<file path="src/rtl/hazard_pkg.sv">
// hazard_pkg: shared types and helpers for the decode/execute hazard unit.
//   pipe_entry_t : one slot of the in-flight writer image (EX..WB)
//   op_class_e   : latency class of a decoded instruction
//   mc_state_e   : multi-cycle tracker state
//   FWD_RF       : forwarding select meaning "read the register file"
package hazard_pkg;

    localparam int unsigned RDY_W  = 4;
    localparam int unsigned FWD_RF = 0;

    typedef enum logic [1:0] {
        OP_ALU,
        OP_LOAD,
        OP_MC
    } op_class_e;

    typedef enum logic {
        MC_IDLE,
        MC_BUSY
    } mc_state_e;

    typedef struct packed {
        logic             vld;
        logic             wr;
        logic             fp;
        logic             mc;   // multi-cycle op: never forwards from the image
        logic [4:0]       rd;
        logic [RDY_W-1:0] rdy;  // first entry index whose result is forwardable
    } pipe_entry_t;

    // Int x0 is hardwired and never produces a dependency; FP f0 is a real register.
    function automatic logic is_real_reg(input logic fp, input logic [4:0] r);
        return fp || (r != 5'd0);
    endfunction

    function automatic logic entry_match(input pipe_entry_t e, input logic [4:0] src,
                                         input logic src_fp);
        return e.vld && e.wr && (e.rd == src) && (e.fp == src_fp) && is_real_reg(e.fp, e.rd);
    endfunction

    // Forward code for image entry j (code 0 is reserved for the register file).
    function automatic int unsigned fwd_code_entry(input int unsigned j);
        return j + 1;
    endfunction

endpackage

</file>
<file path="src/rtl/hazard_scoreboard_mc_tracker.sv">
// mc_tracker: single-outstanding multi-cycle (FDIV/FSQRT) unit tracker.
//   clk, rst        : clock, synchronous active-high reset (abandons any op)
//   start           : an MC op is leaving EX this cycle
//   start_wr/fp/rd  : destination of that op
//   busy            : an op is outstanding
//   done            : one-cycle pulse, result on write-back port this cycle
//   done_rd/done_fp : destination of the completing op
//   pend            : pending-write bitmaps, [0]=int file, [1]=FP file
module mc_tracker
    import hazard_pkg::*;
#(
    parameter int unsigned MC_LAT = 4
) (
    input  logic             clk,
    input  logic             rst,
    input  logic             start,
    input  logic             start_wr,
    input  logic             start_fp,
    input  logic [4:0]       start_rd,
    output logic             busy,
    output logic             done,
    output logic [4:0]       done_rd,
    output logic             done_fp,
    output logic [1:0][31:0] pend
);

    localparam int unsigned CNT_W = $clog2(MC_LAT);

    mc_state_e        state, state_nxt;
    logic [CNT_W-1:0] cnt, cnt_nxt;

    always_ff @(posedge clk) begin
        if (rst) begin
            state   <= MC_IDLE;
            cnt     <= '0;
            done_rd <= '0;
            done_fp <= 1'b0;
        end else begin
            state <= state_nxt;
            cnt   <= cnt_nxt;
            if (start) begin
                done_rd <= start_rd;
                done_fp <= start_fp;
            end
        end
    end

    always_comb begin
        state_nxt = state;
        cnt_nxt   = cnt;
        done      = 1'b0;
        busy      = (state == MC_BUSY);
        if (state == MC_BUSY) begin
            if (cnt == '0) begin
                done      = 1'b1;
                state_nxt = MC_IDLE;
            end else begin
                cnt_nxt = cnt - 1'b1;
            end
        end
        if (start) begin
            state_nxt = MC_BUSY;
            cnt_nxt   = CNT_W'(MC_LAT - 1);
        end
    end

    // Clear then set in the same block: a same-edge set of the same bit wins.
    always_ff @(posedge clk) begin
        if (rst) begin
            pend <= '0;
        end else begin
            if (done)
                pend[done_fp][done_rd] <= 1'b0;
            if (start && start_wr && is_real_reg(start_fp, start_rd))
                pend[start_fp][start_rd] <= 1'b1;
        end
    end

endmodule

</file>
<file path="src/rtl/hazard_scoreboard.sv">
// hazard_scoreboard: decode/execute hazard unit for the int+FP pipeline.
//   Inputs : clk, rst (sync, active-high), D_* decode fields, flush from EX.
//   Outputs: stall (hold F/D, bubble EX), E_fwdA/E_fwdB registered forwarding
//            selects (0=regfile, k=image entry k-1, PIPE_DEPTH=MC result bus),
//            mc_done/mc_rd/mc_rd_fp multi-cycle write-back pulse.
//   Build option HAZARD_PERF_EN adds perf_raw/perf_struct/perf_waw stall counters.
module hazard_scoreboard
    import hazard_pkg::*;
#(
    parameter int unsigned PIPE_DEPTH = 3,
    parameter int unsigned LOAD_RDY   = 2,
    parameter int unsigned ALU_RDY    = 1,
    parameter int unsigned MC_LAT     = 4,
    parameter int unsigned FWD_W      = $clog2(PIPE_DEPTH + 1)
) (
    input  logic             clk,
    input  logic             rst,
    input  logic             D_valid,
    input  logic [4:0]       D_rs1,
    input  logic [4:0]       D_rs2,
    input  logic             D_rs1_fp,
    input  logic             D_rs2_fp,
    input  logic             D_use_rs1,
    input  logic             D_use_rs2,
    input  logic [4:0]       D_rd,
    input  logic             D_wr,
    input  logic             D_rd_fp,
    input  logic             D_is_load,
    input  logic             D_is_mc,
    input  logic             flush,
    output logic             stall,
    output logic [FWD_W-1:0] E_fwdA,
    output logic [FWD_W-1:0] E_fwdB,
    output logic             mc_done,
    output logic [4:0]       mc_rd,
`ifdef HAZARD_PERF_EN
    output logic [31:0]      perf_raw,
    output logic [31:0]      perf_struct,
    output logic [31:0]      perf_waw,
`endif
    output logic             mc_rd_fp
);

    pipe_entry_t      img [PIPE_DEPTH];
    logic [1:0][31:0] pend;
    logic             mc_busy;
    logic             issue;
    op_class_e        d_class;

    logic [4:0]       src_reg [2];
    logic             src_fp  [2];
    logic             src_use [2];
    logic             hit     [2];
    int unsigned      hit_j   [2];
    logic             mc_hit  [2];
    logic [1:0]       raw_src;
    logic [FWD_W-1:0] fwd_src [2];
    logic             raw, structural, waw;

    assign src_reg[0] = D_rs1;
    assign src_reg[1] = D_rs2;
    assign src_fp[0]  = D_rs1_fp;
    assign src_fp[1]  = D_rs2_fp;
    assign src_use[0] = D_use_rs1;
    assign src_use[1] = D_use_rs2;

    assign d_class = D_is_mc ? OP_MC : (D_is_load ? OP_LOAD : OP_ALU);

    always_comb begin
        raw_src = '0;
        for (int unsigned s = 0; s < 2; s++) begin
            hit[s]     = 1'b0;
            hit_j[s]   = 0;
            fwd_src[s] = FWD_W'(FWD_RF);
            // Scan oldest to youngest so the youngest match is the one kept.
            for (int unsigned j = 0; j < PIPE_DEPTH; j++) begin
                if (entry_match(img[PIPE_DEPTH-1-j], src_reg[s], src_fp[s])) begin
                    hit[s]   = 1'b1;
                    hit_j[s] = PIPE_DEPTH - 1 - j;
                end
            end
            mc_hit[s] = mc_done && (mc_rd == src_reg[s]) && (mc_rd_fp == src_fp[s]) &&
                        is_real_reg(src_fp[s], src_reg[s]);
            if (src_use[s]) begin
                // An MC op still in EX has no pending bit yet, so the image must cover it.
                if (hit[s] && (img[hit_j[s]].mc ? (hit_j[s] == 0)
                                                : (32'(img[hit_j[s]].rdy) > hit_j[s] + 1)))
                    raw_src[s] = 1'b1;
                if (pend[src_fp[s]][src_reg[s]] && !mc_hit[s])
                    raw_src[s] = 1'b1;
                if (hit[s] && !img[hit_j[s]].mc)
                    fwd_src[s] = FWD_W'(fwd_code_entry(hit_j[s]));
                else if (mc_hit[s])
                    fwd_src[s] = FWD_W'(PIPE_DEPTH);
            end
        end
    end

    // An MC op sitting in EX counts as occupying the unit and as a pending writer.
    assign raw        = |raw_src;
    assign structural = D_is_mc && ((mc_busy && !mc_done) || (img[0].vld && img[0].mc));
    assign waw        = D_wr && is_real_reg(D_rd_fp, D_rd) &&
                        (pend[D_rd_fp][D_rd] ||
                         (img[0].vld && img[0].mc && img[0].wr &&
                          img[0].rd == D_rd && img[0].fp == D_rd_fp));
    assign stall      = D_valid && !flush && (raw || structural || waw);
    assign issue      = D_valid && !flush && !stall;

    always_ff @(posedge clk) begin
        if (rst) begin
            for (int unsigned k = 0; k < PIPE_DEPTH; k++)
                img[k] <= '0;
            E_fwdA <= '0;
            E_fwdB <= '0;
        end else begin
            for (int unsigned k = 1; k < PIPE_DEPTH; k++)
                img[k] <= img[k-1];
            if (issue) begin
                img[0].vld <= 1'b1;
                img[0].wr  <= D_wr;
                img[0].fp  <= D_rd_fp;
                img[0].mc  <= (d_class == OP_MC);
                img[0].rd  <= D_rd;
                img[0].rdy <= (d_class == OP_LOAD) ? RDY_W'(LOAD_RDY) : RDY_W'(ALU_RDY);
                E_fwdA     <= fwd_src[0];
                E_fwdB     <= fwd_src[1];
            end else begin
                img[0] <= '0;
                E_fwdA <= '0;
                E_fwdB <= '0;
            end
        end
    end

    mc_tracker #(
        .MC_LAT(MC_LAT)
    ) u_mc (
        .clk      (clk),
        .rst      (rst),
        .start    (img[0].vld && img[0].mc),
        .start_wr (img[0].wr),
        .start_fp (img[0].fp),
        .start_rd (img[0].rd),
        .busy     (mc_busy),
        .done     (mc_done),
        .done_rd  (mc_rd),
        .done_fp  (mc_rd_fp),
        .pend     (pend)
    );

`ifdef HAZARD_PERF_EN
    // Each stall cycle is charged to one cause: RAW, then structural, then WAW.
    always_ff @(posedge clk) begin
        if (rst) begin
            perf_raw    <= '0;
            perf_struct <= '0;
            perf_waw    <= '0;
        end else if (stall) begin
            if (raw) begin
                if (perf_raw != '1) perf_raw <= perf_raw + 1'b1;
            end else if (structural) begin
                if (perf_struct != '1) perf_struct <= perf_struct + 1'b1;
            end else begin
                if (perf_waw != '1) perf_waw <= perf_waw + 1'b1;
            end
        end
    end
`endif

endmodule

</file>
<file path="config.mk">
export PLATFORM = sky130hd
export DESIGN_NAME = hazard_scoreboard
export DESIGN_NICKNAME = d
export VERILOG_FILES = /design/src/rtl/hazard_pkg.sv /design/src/rtl/hazard_scoreboard_mc_tracker.sv /design/src/rtl/hazard_scoreboard.sv
export SDC_FILE = /design/constraint.sdc
export NUM_CORES = 1
export LEC_CHECK = 0
export BUFFER_PORTS_ARGS = -buffer_cell sky130_fd_sc_hd__buf_2
export CAP_MARGIN = 20
export CORE_MARGIN = 5
export CORE_UTILIZATION = 35
export CTS_CLUSTER_DIAMETER = 30
export DETAILED_ROUTE_END_ITERATION = 7
export HOLD_SLACK_MARGIN = 0.06
export MAX_ROUTING_LAYER = met4
export PLACE_DENSITY_LB_ADDON = 0.2
export SETUP_SLACK_MARGIN = 0.1
export SLEW_MARGIN = 20
export SYNTH_ARGS = -nofsm -noshare
export SYNTH_HDL_FRONTEND = slang
export SYNTH_SLANG_ARGS = --single-unit
</file>
<file path="constraint.sdc">
create_clock -name clk -period 4.5 [get_ports clk]
set_input_delay 0.45 -clock clk [delete_from_list [all_inputs] [get_ports clk]]
set_output_delay 0.45 -clock clk [all_outputs]
set_load 0.02 [all_outputs]
</file>
== After elaboration in Yosys (flattened, before gate mapping) ==
Memories as Yosys holds them, arrays and structs flattened.
Index checks and enable logic that the tools add are counted.
W data, S select, Z words.
Word-level totals
  bits in registers: 77
  RAM bits: 39
  bits of input ports: 27
  word-level logic and storage cells: 230
  memories: 1
Cells by class
  add/sub/neg operators: 3
  order comparisons: 16
  equality and inequality tests: 21
  muxes and demuxes: 81
  bitwise gates (word level): 20
  reduce and logical (&&, ||, !) cells: 80
Memories
  img: depth 3, width 13, rd ports 5, clocked after memory_dff 0, wr ports 3, line hazard_scoreboard.sv:44  | pipe_entry_t img [PIPE_DEPTH];
Operators with widths (number)
  $mux W32: 12
  $mux W64: 3
  $add A32 B1 Y32 const B: 2
  $and A64 B64 Y64: 1
  $demux W32 S1: 2
  $gt A4 B32 Y1: 2
  $logic_not A32 Y1: 2
  $not A64 Y64: 1
  $or A64 B64 Y64: 1
  $logic_and A1 B1 Y1: 49
  $eq A5 B5 Y1: 9
  $mux W1: 42
  $lt A5 B6 Y1 const B: 5
  $reduce_bool A5 Y1: 6
  $mux W13: 2
  $mux W2: 11
  $bmux W1 S5: 3
  $or A1 B1 Y1: 14
  $demux W1 S5: 2
  $ge A5 B1 Y1 const B: 2
  $logic_or A1 B1 Y1: 10
  $lt A1 B2 Y1 const B: 5
  $mux W5: 2
  $eq A1 B1 Y1: 9
  other kinds (13): 24

== Depth between registers and ports, before layout ==
An unclocked memory read counts as a cell.
  depth after elaboration: 26
  mapped depth: 15

== Hierarchy ==
From an unflattened synthesis, not the netlist that was laid out.
Second synthesis, totals
  cells, all modules: 797
  area, all modules: 7519.7 um2
By module, submodules not included
  hazard_scoreboard: instances 1, cells each 436, area each 4395.5 um2, sequential area each 1071.0 um2
  mc_tracker: instances 1, cells each 361, area each 3124.2 um2, sequential area each 1461.4 um2

== Worst setup path after synthesis ==
No wires, ideal clock.
  path kind: input-to-output
  start: input D_rs1[4]
  end: output stall
  arrival time: 3329 ps
  required time: 4050 ps
  slack: 721 ps
  stages: 13
  cell sequence: clkbuf_1 xnor2_1 nand4_1 a2111oi_0 nor2_1 ha_1 inv_1 ha_1 a21oi_1 o211ai_1 mux2_2 nand4_2 and3b_1
On the way
  cells in the longest elaborated chain, start to end: 18
Ends and longest elaborated chain
  from (decl): line hazard_scoreboard.sv:19  | input logic [4:0] D_rs1,
  $eq A5 B5 Y1: line hazard_pkg.sv:38  | return e.vld && e.wr && (e.rd == src) && (e.fp == src_fp) && is_real_reg(e.fp, e.rd);
  $logic_and A1 B1 Y1 (3 in a row): line hazard_pkg.sv:38
  $mux W2: line hazard_scoreboard.sv:77  | if (entry_match(img[PIPE_DEPTH-1-j], src_reg[s], src_fp[s])) begin
  $mux W32 (2 in a row): line hazard_scoreboard.sv:77
  $add A32 B1 Y32 / $mem_v2 Z3 W13 (equally long branches)
  $gt A4 B32 Y1: line hazard_scoreboard.sv:87  | : (32'(img[hit_j[s]].rdy) > hit_j[s] + 1)))
  $mux W1: line hazard_scoreboard.sv:86  | if (hit[s] && (img[hit_j[s]].mc ? (hit_j[s] == 0)
  $logic_and A1 B1 Y1: line hazard_scoreboard.sv:86
  $mux W1: line hazard_scoreboard.sv:86
  $mux W1 *: line hazard_scoreboard.sv:89  | if (pend[src_fp[s]][src_reg[s]] && !mc_hit[s])
  $mux W1 *: line hazard_scoreboard.sv:84  | if (src_use[s]) begin
  $reduce_or A2 Y1 *: line hazard_scoreboard.sv:100  | assign raw = |raw_src;
  $logic_or A1 B1 Y1 * (2 in a row): line hazard_scoreboard.sv:106  | assign stall = D_valid && !flush && (raw || structural || waw);
  $logic_and A1 B1 Y1 *: line hazard_scoreboard.sv:106
  to (decl): line hazard_scoreboard.sv:31  | output logic stall,
Mark *: on every way between the ends. The rest lies on a longest branch, timed or not. The select of a mux whose other input is x is not followed.

==> impl_metrics.toml <==
[worst_setup_path]
crit_type = "reg -> out"
worstPathRequired_ns = 4.05
critical_path.most_common_cell = "ha_1"
cp_top_family = "simple AND/OR/NAND/NOR gates"
path_cells = "or4_1 > o311a_1 > nand4_1 > nand2_1 > nor2_2 > ha_1 > inv_1 > ha_1 > a21oi_1 > o211ai_1 > mux2_2 > nand4_2 > and3b_1 > buf_2"
crit_path_max_incr_delay_ns = 0.53
critPathLaunchType = "flop"
critPathBufInv = 2
crit_path_top_delay_cell = "or4_1"
crit_fanout = 6
cp.arrival_ns = 3.67
endpoint_kind = "primary output"

[routing]
dr.pass1.iters = 5
routed_wl_mm = 24.6
vias_per_cell = 5.68
drc = 0
ant_nets = 0
first_iter_violations = 592
routed-via-count = 6355
avgRoutedWirePerCell_um = 22.0

[logic_synthesis]
synthTopCellsByCount = "o21ai_0, nand2_1, dfxtp_1"
syn_area_um2 = 7320
ys_seq_area_frac = 0.346
synth_cells = 797
avgSynthCellArea_um2 = 9.18
ys_warn_count = 0
netlist_top_cells_area = "dfxtp_1, edfxtp_1, mux4_2"
synth-edff-count = 33
ys_async_sr_fraction = 0
synth_area_leader_cell = "dfxtp_1"
synth_cell_types = 60
ys_ff_latch = 110
yosysMostFrequentCell = "o21ai_0"
synth_top_area_share = 0.211
ys.flop_type = "dfxtp_1"

[floorplanning]
core_um2 = 20800
chipHeight_um = 155
rows = 53
io_pins = 39
dieArea_um2 = 23900
start_util = 0.351
die_x_um = 155

[clocking]
clk_latency_ns = 0.36
clockRootBuffer = "clkbuf_16"
numCtsBuffers = 9
postCtsHoldBufs = 0
clock_path_buffers = 2
clock-sinks = 110
path_clk_slew_ns = 0.08
h-tree-depth = 3
cts_tree = "done"

[cells_and_area]
diodes = 0
n_fill_cell = 2156
areaGrowthSynthToFinish_pct = 11.5
fin_cells = 1118
final-seq-area_um2 = 2530
drive_gt1_frac = 0.151
multi_input_area_um2 = 4600
final_nets = 874

[global_routing]
gr-max-usage-layer = "met2"
antenna_found_initial = 0
use_met2 = 0.325
grt_pass1_vias = 5981
grt_use_met1 = 0.274
met3_usage = 0.0534
track_usage = 0.211
overflow = 0
grt_max_degree = 57
grt_pass1_wl_mm = 37.0

[sta]
setup_viol = 0
tightest_slew_ns = 1.08
final_hold_viol_count = 0
drv_slew = 0
fmax_mhz = 243
fin_crit_ns = 4.12
slew_headroom = 0.274
rsz0062_at_grt = "no"
fin_crit_sh = 0.916
skew_ns = 0.0108
tns_ns = 0

[min_path]
hp-class = "in -> reg"

[flow_run]
cap_violations = 0

[pwr]
peakVddDrop_mv = 0.194
p_per_area_nw_per_um2 = 264
p_leak_nw = 2.94
power.total_mw = 2.15

[run_status]
outcome = "finished, final reports clean"

[place]
gp_congestion = 0.895
port_buffers = 38
placed_cells_incl_taps = 1101
hpwl_mm = 16.9
==> cells in the final DEF (no fill, tap or decap), drive strengths merged, types with 5 or more instances in the layout <==
cell,n
dfxtp,77
o21ai,101
a2111oi,6
buf,58
conb,33
nor4b,5
a21oi,49
a22oi,9
nand2,87
nor2,37
nand3,22
nor2b,67
mux2i,24
xnor2,17
edfxtp,33
nor4,7
nor3b,11
clkbuf,10
mux4,40
mux2,6
nand3b,7
a31oi,5
nand4,9
xor2,35
ha,9
inv,19
==> path summary, 6_finish.rpt <==
| path | slack, ns | from | to | cells past startpoint |
|---|---|---|---|---|
| setup / recovery | 0.38 | img[1][5] | stall | 14 |
| hold / removal | 0.37 | D_use_rs1 | E_fwdA[0] | 3 |
| setup reg to reg | 0.85 | img[1][5] | img[0][12] | 14 |
| hold reg to reg | 0.51 | u_mc.pend[13] | u_mc.pend[13] | 2 |
==> per-stage QoR <==
step	hold slack, ns	area [um2]	utilization	setup WS, ns
after floorplan	0.467	7440	-	0.721
after global placement	0.491	7850	0.377	0.621
after detailed placement	0.497	7850	0.377	0.564
after CTS	0.364	8140	0.391	0.250
after global routing	0.384	8160	0.392	0.100
final	0.368	8160	0.392	0.380
==> kinds of logic after synthesis <==
kind of cell | after synthesis | synth area share
buffers and inverters | 74 | 0.0441
XOR/XNOR | 52 | 0.0622
adder cells (fa/ha/maj) | 9 | 0.0154
other | 1 | 0.000512
AO/OA/AOI/OAI | 192 | 0.149
AND/OR/NAND/NOR | 289 | 0.214
flip-flops | 110 | 0.346
multiplexers | 70 | 0.169
==> what timing repair did <==
action,in CTS,in global routing
setup buffers,0,1
resized for setup,0,4
endpoints found under the setup margin,0,1
==> registers in the layout, indices dropped and copies added, names as in the netlist <==
| signal | count |
|---|---|
| u_mc.done_fp | 1 |
| E_fwdB | 2 |
| u_mc.cnt | 2 |
| u_mc.done_rd | 5 |
| E_fwdA | 2 |
| u_mc.busy | 1 |
| img | 33 |
| u_mc.pend | 64 |
==> area by class of cell <==
| type | instances | area share |
|---|---|---|
| repair buffers | 58 | 0.0417 |
| clock buffers | 10 | 0.0293 |
| well taps | 275 | 0.0422 |
| inverters | 14 | 0.00644 |
| multi-input cells | 645 | 0.564 |
| flip-flops and latches | 110 | 0.310 |
| clock inverters | 6 | 0.00629 |
==> tightest hold or removal path, stage by stage <==
cell and delay (ns):
buf_2 0.11, inv_1 0.08, nor4b_1 0.05
==> report_power, final <==
| group | switching (mW) | internal (mW) | leakage (nW) |
|---|---|---|---|
| Clock | 0.418 | 0.404 | 0.148 |
| Combinational | 0.169 | 0.0953 | 1.84 |
| Sequential | 0.0236 | 1.04 | 0.959 |
==> routing by layer <==
metal,part of all wire,wire length (um),vias to the layer above
met4,0.026,645,0
met3,0.077,1900,48
li1,-,-,2954
met5,0,0,-
met1,0.43,10600,3110
met2,0.47,11500,243
Note: power is estimated with default switching activity, not from simulation.
